File: src/rtl/memory_write_controller.sv
// memory_write_controller
//   Turns a pipeline write request into one or three element writes to a
//   16-bit memory port. The request's row/column address is mapped to a linear
//   base address; a triple write walks horizontally (+1) or vertically
//   (+ROW_STRIDE) from the base, with silent 16-bit wrap.
//
// Ports
//   CLK        system clock, all state changes on its rising edge
//   RESET_N    asynchronous active-low reset
//   CLK_MEM    memory tick qualifier; state only advances on ticks
//              (abort and reset excepted)
//   ENABLE     level write request
//   Ctrl       [0]=0 single, [0]=1 triple; [1]=0 horizontal, [1]=1 vertical
//   ADDRESS    [31:16] row, [15:0] column
//   WRITE      element k in WRITE[16k+15:16k]
//   AddressMem registered memory address
//   WriteMem   registered memory write data
//   WE_MEM     registered memory write enable
//   HANDSHAKE  registered write-complete flag
//   BUSY       high whenever the controller is not idle
//
// state | meaning
// ------+-----------------------------------------------------------
// IDLE  | waiting for a tick with ENABLE=1
// W0    | driving element 0
// W1    | driving element 1 (triple only)
// W2    | driving element 2 (triple only)
// DONE  | HANDSHAKE high until a tick with ENABLE=0
module memory_write_controller #(
   parameter logic [15:0] ROW_STRIDE = 16'd256
) (
   input  logic        CLK,
   input  logic        RESET_N,
   input  logic        CLK_MEM,
   input  logic        ENABLE,
   input  logic [1:0]  Ctrl,
   input  logic [31:0] ADDRESS,
   input  logic [47:0] WRITE,
   output logic [15:0] AddressMem,
   output logic [15:0] WriteMem,
   output logic        WE_MEM,
   output logic        HANDSHAKE,
   output logic        BUSY
);

   localparam logic [2:0] S_IDLE = 3'd0;
   localparam logic [2:0] S_W0   = 3'd1;
   localparam logic [2:0] S_W1   = 3'd2;
   localparam logic [2:0] S_W2   = 3'd3;
   localparam logic [2:0] S_DONE = 3'd4;

   logic [2:0]  state;
   logic [1:0]  cap_ctrl;
   logic [15:0] cap_base;
   // Element 0 goes straight to WriteMem on acceptance, so only 1 and 2 are kept.
   logic [31:0] cap_data;

   logic [15:0] in_base;
   logic [15:0] step;
   logic [15:0] addr_1;
   logic [15:0] addr_2;

   assign in_base = ADDRESS[31:16] * ROW_STRIDE + ADDRESS[15:0];
   assign step    = cap_ctrl[1] ? ROW_STRIDE : 16'd1;
   assign addr_1  = cap_base + step;
   assign addr_2  = cap_base + (step << 1);
   assign BUSY    = (state != S_IDLE);

   always_ff @(posedge CLK or negedge RESET_N) begin
      if (!RESET_N) begin
         state      <= S_IDLE;
         cap_ctrl   <= 2'b00;
         cap_base   <= 16'h0000;
         cap_data   <= 32'h0;
         AddressMem <= 16'h0000;
         WriteMem   <= 16'h0000;
         WE_MEM     <= 1'b0;
         HANDSHAKE  <= 1'b0;
      end else begin
         case (state)
            S_IDLE: begin
               if (CLK_MEM && ENABLE) begin
                  state      <= S_W0;
                  cap_ctrl   <= Ctrl;
                  cap_base   <= in_base;
                  cap_data   <= WRITE[47:16];
                  AddressMem <= in_base;
                  WriteMem   <= WRITE[15:0];
                  WE_MEM     <= 1'b1;
               end
            end
            S_W0, S_W1, S_W2: begin
               // Abort is checked on every CLK edge, not just on ticks.
               if (!ENABLE) begin
                  state  <= S_IDLE;
                  WE_MEM <= 1'b0;
               end else if (CLK_MEM) begin
                  if (state == S_W0 && cap_ctrl[0]) begin
                     state      <= S_W1;
                     AddressMem <= addr_1;
                     WriteMem   <= cap_data[15:0];
                  end else if (state == S_W1) begin
                     state      <= S_W2;
                     AddressMem <= addr_2;
                     WriteMem   <= cap_data[31:16];
                  end else begin
                     state     <= S_DONE;
                     WE_MEM    <= 1'b0;
                     HANDSHAKE <= 1'b1;
                  end
               end
            end
            S_DONE: begin
               if (CLK_MEM && !ENABLE) begin
                  state     <= S_IDLE;
                  HANDSHAKE <= 1'b0;
               end
            end
            default: begin
               state     <= S_IDLE;
               WE_MEM    <= 1'b0;
               HANDSHAKE <= 1'b0;
            end
         endcase
      end
   end

endmodule

File: config.mk
export PLATFORM = sky130hd
export DESIGN_NAME = memory_write_controller
export DESIGN_NICKNAME = d
export VERILOG_FILES = /design/src/rtl/memory_write_controller.sv
export SDC_FILE = /design/constraint.sdc
export NUM_CORES = 1
export LEC_CHECK = 0
export ABC_AREA = 1
export CAP_MARGIN = 10
export CORE_MARGIN = 1
export CORE_UTILIZATION = 30
export CTS_BUF_LIST = sky130_fd_sc_hd__clkbuf_8
export DETAILED_ROUTE_END_ITERATION = 10
export GPL_ROUTABILITY_DRIVEN = 1
export GPL_TIMING_DRIVEN = 0
export SYNTH_ARGS = -nofsm -noshare
export SYNTH_HDL_FRONTEND = slang
export SYNTH_SLANG_ARGS = --single-unit
File: constraint.sdc
create_clock -name CLK -period 2.4 [get_ports CLK]
set_clock_uncertainty 0.15 [all_clocks]
set_input_delay 0.48 -clock CLK [delete_from_list [all_inputs] [get_ports CLK]]
set_output_delay 0.48 -clock CLK [all_outputs]
set_load 0.03 [all_outputs]
==> metrics.txt <==
# TYPE chip_impl_metric gauge
chip_impl_metric{name="netlist_instances",unit=""} 668
chip_impl_metric{name="p_int",unit="mW"} 4.25
chip_impl_metric{name="dr_total_vias",unit=""} 4660
chip_impl_info{name="tritoncts_clock_tree",value="done"} 1
chip_impl_metric{name="post_dp_cell_area",unit="um^2"} 6330
chip_impl_metric{name="placedCellCount",unit=""} 997
chip_impl_metric{name="design.core.area",unit="um^2"} 15900
chip_impl_metric{name="grt.total_usage",unit="%"} 18.0
chip_impl_metric{name="timing.final.max_slew_violations",unit=""} 0
chip_impl_metric{name="timing.critical_path.required",unit="ns"} 1.77
chip_impl_info{name="most-common-layout-cells",value="nand2_1, clkdlybuf4s50_1, dfrtp_1, inv_1, nor2_1"} 1
chip_impl_info{name="crit-reg2reg-capture",value="AddressMem[6]"} 1
chip_impl_metric{name="routed_wl_per_cell",unit="um"} 14.2
chip_impl_metric{name="hpwl",unit="um"} 10700
chip_impl_metric{name="gpl_wtd_cong",unit=""} 0.891
chip_impl_metric{name="cts.path.max_buffers",unit=""} 2
chip_impl_metric{name="power.share.combinational",unit="%"} 54.0
chip_impl_info{name="clock_tree.root_cell",value="clkbuf_8"} 1
chip_impl_metric{name="synthesis.yosys.warnings",unit=""} 0
chip_impl_metric{name="maximum_number_of_pins_on_one_net_before_global_route_repair",unit=""} 60
chip_impl_metric{name="grt_pass1_vias",unit=""} 4438
chip_impl_metric{name="synth-edff-count",unit=""} 0
chip_impl_metric{name="totalWireLength",unit="um"} 14400
chip_impl_metric{name="fill_cells",unit=""} 1670
chip_impl_info{name="yosys_most_used_dff",value="dfrtp_1"} 1
chip_impl_metric{name="p_leak",unit="nW"} 3.05
chip_impl_metric{name="fin_nets",unit=""} 893
chip_impl_info{name="worst_setup_path_startpoint",value="state[0]"} 1
chip_impl_metric{name="antenna_fix_cells",unit=""} 0
chip_impl_metric{name="rows",unit=""} 46
chip_impl_info{name="crit_chain",value="nor2_2 -> inv_2 -> nor2_1 -> inv_2 -> dlygate4sd2_1"} 1
chip_impl_metric{name="pwr_density_cell",unit="nW/um^2"} 1230
chip_impl_metric{name="io_pins",unit=""} 121
chip_impl_info{name="unrepaired_setup_endpoints_after_global_routing",value="no"} 1
chip_impl_metric{name="post_route_cells_drive_above_1_share",unit="%"} 6.39
chip_impl_metric{name="synth.yosys.seq_area_share",unit="%"} 44.3
chip_impl_metric{name="swShare",unit="%"} 46.9
chip_impl_metric{name="mean_instance_size_in_the_synthesized_netlist",unit="um^2"} 7.35
chip_impl_metric{name="fmaxAchievable",unit="MHz"} 448
chip_impl_metric{name="maxSlewHeadroom",unit="%"} 50.7
chip_impl_metric{name="layout-area-overhead-vs-synth",unit="%"} 33.0
chip_impl_metric{name="p_seq_share",unit="%"} 32.5
chip_impl_metric{name="numClockSinks",unit=""} 87
chip_impl_info{name="cp-start-kind",value="flip-flop"} 1
chip_impl_metric{name="synthesis.area",unit="um^2"} 4910
chip_impl_metric{name="start_util",unit="%"} 30.8
chip_impl_metric{name="worst_path_largest_cell_delay",unit="ns"} 0.43
chip_impl_metric{name="netlist-cell-type-count",unit=""} 30
chip_impl_info{name="timing.hold.worst.class",value="reg2reg"} 1
chip_impl_info{name="cp_slowest_cell",value="dfrtp_1"} 1
chip_impl_metric{name="max_slew.worst_pin.slew",unit="ns"} 0.739
chip_impl_info{name="outcome",value="completed"} 1
chip_impl_metric{name="cts_made_buffers",unit=""} 9
chip_impl_metric{name="switchingPower",unit="mW"} 3.75
chip_impl_metric{name="routed_via_density",unit=""} 4.60
chip_impl_info{name="worst_setup_path_end_kind",value="output pin"} 1
chip_impl_metric{name="power.ir.vdd_worst",unit="V"} 0.000497
chip_impl_info{name="launch_point_of_the_worst_reg_to_reg_path",value="cap_ctrl[1]"} 1
chip_impl_metric{name="drt_first_iter_violations",unit=""} 294
chip_impl_metric{name="drc_errors",unit=""} 0
chip_impl_metric{name="final-instance-count-excl-fill",unit=""} 1014
chip_impl_metric{name="reg2reg_setup_slack",unit="ns"} 0.23
chip_impl_metric{name="clock_latency",unit="ns"} 0.38
chip_impl_metric{name="die_x",unit="um"} 130
chip_impl_metric{name="final_antenna_net_count",unit=""} 0
chip_impl_metric{name="grt_antenna_before_repair",unit=""} 0
chip_impl_metric{name="design.die.area",unit="um^2"} 16900
chip_impl_metric{name="pwr-share-clk",unit="%"} 13.5
chip_impl_metric{name="setup_viol_count_final",unit=""} 0
chip_impl_info{name="timing.setup.critical_path_class",value="reg2out"} 1
chip_impl_metric{name="floorplan.die.height",unit="um"} 130
chip_impl_metric{name="timing.reg2reg.worst_path_depth",unit=""} 12
chip_impl_metric{name="cts_max_level",unit=""} 3
chip_impl_metric{name="multi_input_area",unit="um^2"} 2320
chip_impl_metric{name="drt_first_pass_iters",unit=""} 5
chip_impl_metric{name="postSynthNetCount",unit=""} 768
chip_impl_metric{name="timing.final.crit_share",unit="%"} 92.9
chip_impl_metric{name="worst_ep_arrival_time",unit="ns"} 1.60
chip_impl_metric{name="path_clk_slew",unit="ns"} 0.10
chip_impl_info{name="most_common_cell_after_layout_fill_and_taps_aside",value="nand2_1"} 1
chip_impl_metric{name="async_reset_ff_share",unit="%"} 100
chip_impl_metric{name="cap_viol_max_count",unit=""} 0
chip_impl_metric{name="synth.ff_latch_count",unit=""} 87
chip_impl_metric{name="timing_hold_violations_final",unit=""} 0
chip_impl_metric{name="final_area",unit="um^2"} 6530
chip_impl_metric{name="area.sequential",unit="um^2"} 2180
chip_impl_info{name="termination_of_the_worst_setup_path",value="BUSY"} 1
chip_impl_metric{name="period_minus_slack",unit="ns"} 2.23
chip_impl_metric{name="cts.repair_timing.setup_buffer_count",unit=""} 0
chip_impl_metric{name="numPortBuffers",unit=""} 112
chip_impl_metric{name="globalRouteOverflowTotal",unit=""} 0
chip_impl_info{name="cpMostUsedCell",value="inv_2"} 1
chip_impl_metric{name="critPathMaxFanout",unit=""} 4
chip_impl_metric{name="wire_length_of_the_first_global_routing_pass",unit="um"} 23000
==> cell usage after synthesis (all sizes together) (2+ instances only) <==
master	n	area (um^2)
o21ai	50	250
clkbuf	16	60.1
nor2	65	249
dfrtp	87	2180
nand3	39	195
nand3b	3	22.5
ha	13	163
a21oi	60	349
or2	2	12.5
nand4	2	12.5
xnor2	4	35.0
inv	72	270
o211ai	12	90.1
buf	15	88.8
xor2	9	78.8
nand2	212	796
==> worst min path at each step <==
stage	startpoint	to	slack (ns)	cells after the start
global placement	cap_data[2]	cap_data[2]	0.30	2
CTS	cap_data[0]	cap_data[0]	0.33	2
detailed placement	RESET_N	WriteMem[10]	0.30	1
floorplan	RESET_N	AddressMem[0]	0.03	0
global route	cap_data[21]	cap_data[21]	0.34	2
finish	cap_data[3]	cap_data[3]	0.32	2
==> sequential cells by signal (all words and copies together), names as in the netlist <==
| name | cells |
|---|---|
| WriteMem | 16 |
| cap_data | 32 |
| cap_base | 16 |
| cap_ctrl | 2 |
| AddressMem | 16 |
| state | 3 |
| WE_MEM | 1 |
| HANDSHAKE | 1 |
==> layout make-up <==
class | instances | share of cell area (%)
plain buffers | 31 | 2.28
clock buffers | 9 | 1.90
clock inverters | 7 | 1.11
inverters | 72 | 4.14
multi-input cells | 478 | 35.4
flip-flops and latches | 87 | 33.3
well taps | 216 | 4.14
repair buffers | 114 | 17.7
==> metal layers <==
layer / share of wire [%] / track usage [%] / wire length (um)
met1: 47 / 24.7 / 6720
met4: 1.4 / 5.81 / 202
met5: 0 / 0 / 0
met3: 5.6 / 2.87 / 808
met2: 46 / 29.1 / 6670
==> power by group through the flow <==
| stage | Sequential, mW | Clock [mW] | Combinational, mW |
|---|---|---|---|
| 5_1_grt | 2.70 | 1.17 | 4.84 |
| 2_1_floorplan | 3.12 | 0 | 2.25 |
| 4_1_cts | 2.60 | 1.10 | 4.36 |
| 6_report | 2.60 | 1.08 | 4.32 |
| 3_3_place_gp | 2.63 | 0 | 4.30 |
| 3_5_place_dp | 2.63 | 0 | 4.35 |
==> through the flow <==
step | setup TNS (ns) | hold slack (ns) | total power [mW] | util, % | worst slack (ns)
6_report | 0 | 0.322 | 8.00 | 41.0 | 0.170
5_1_grt | 0 | 0.341 | 8.70 | 41.0 | 0.0583
4_1_cts | 0 | 0.328 | 8.06 | 41.0 | 0.165
3_5_place_dp | -0.0608 | 0.299 | 6.98 | 39.7 | -0.0486
3_3_place_gp | -234.18 | 0.300 | 6.92 | 39.5 | -2.70
2_1_floorplan | 0 | 0.0344 | 5.36 | - | 0.517
==> kinds of logic after synthesis <==
| kind of cell | count (synthesis) | share of synthesized area (%) |
|---|---|---|
| compound gates | 125 | 14.5 |
| xor+xnor | 13 | 2.32 |
| fa+ha+maj | 14 | 3.72 |
| buf+inv | 103 | 8.53 |
| flops | 87 | 44.3 |
| simple gates | 326 | 26.6 |
==> critical path, delay by kind of cell (launching register included) <==
kind | cells | cell delay (ns)
buffers and inverters | 3 | 0.50
DFF | 1 | 0.43
and+or+nand+nor | 2 | 0.29
==> what timing repair did <==
item	in CTS	in global routing
endpoints found under the setup margin	1	0
hold endpoints to repair	28	0
hold buffers	1	0
gates resized for setup	1	0
Note: power is estimated with default switching activity, not from simulation.
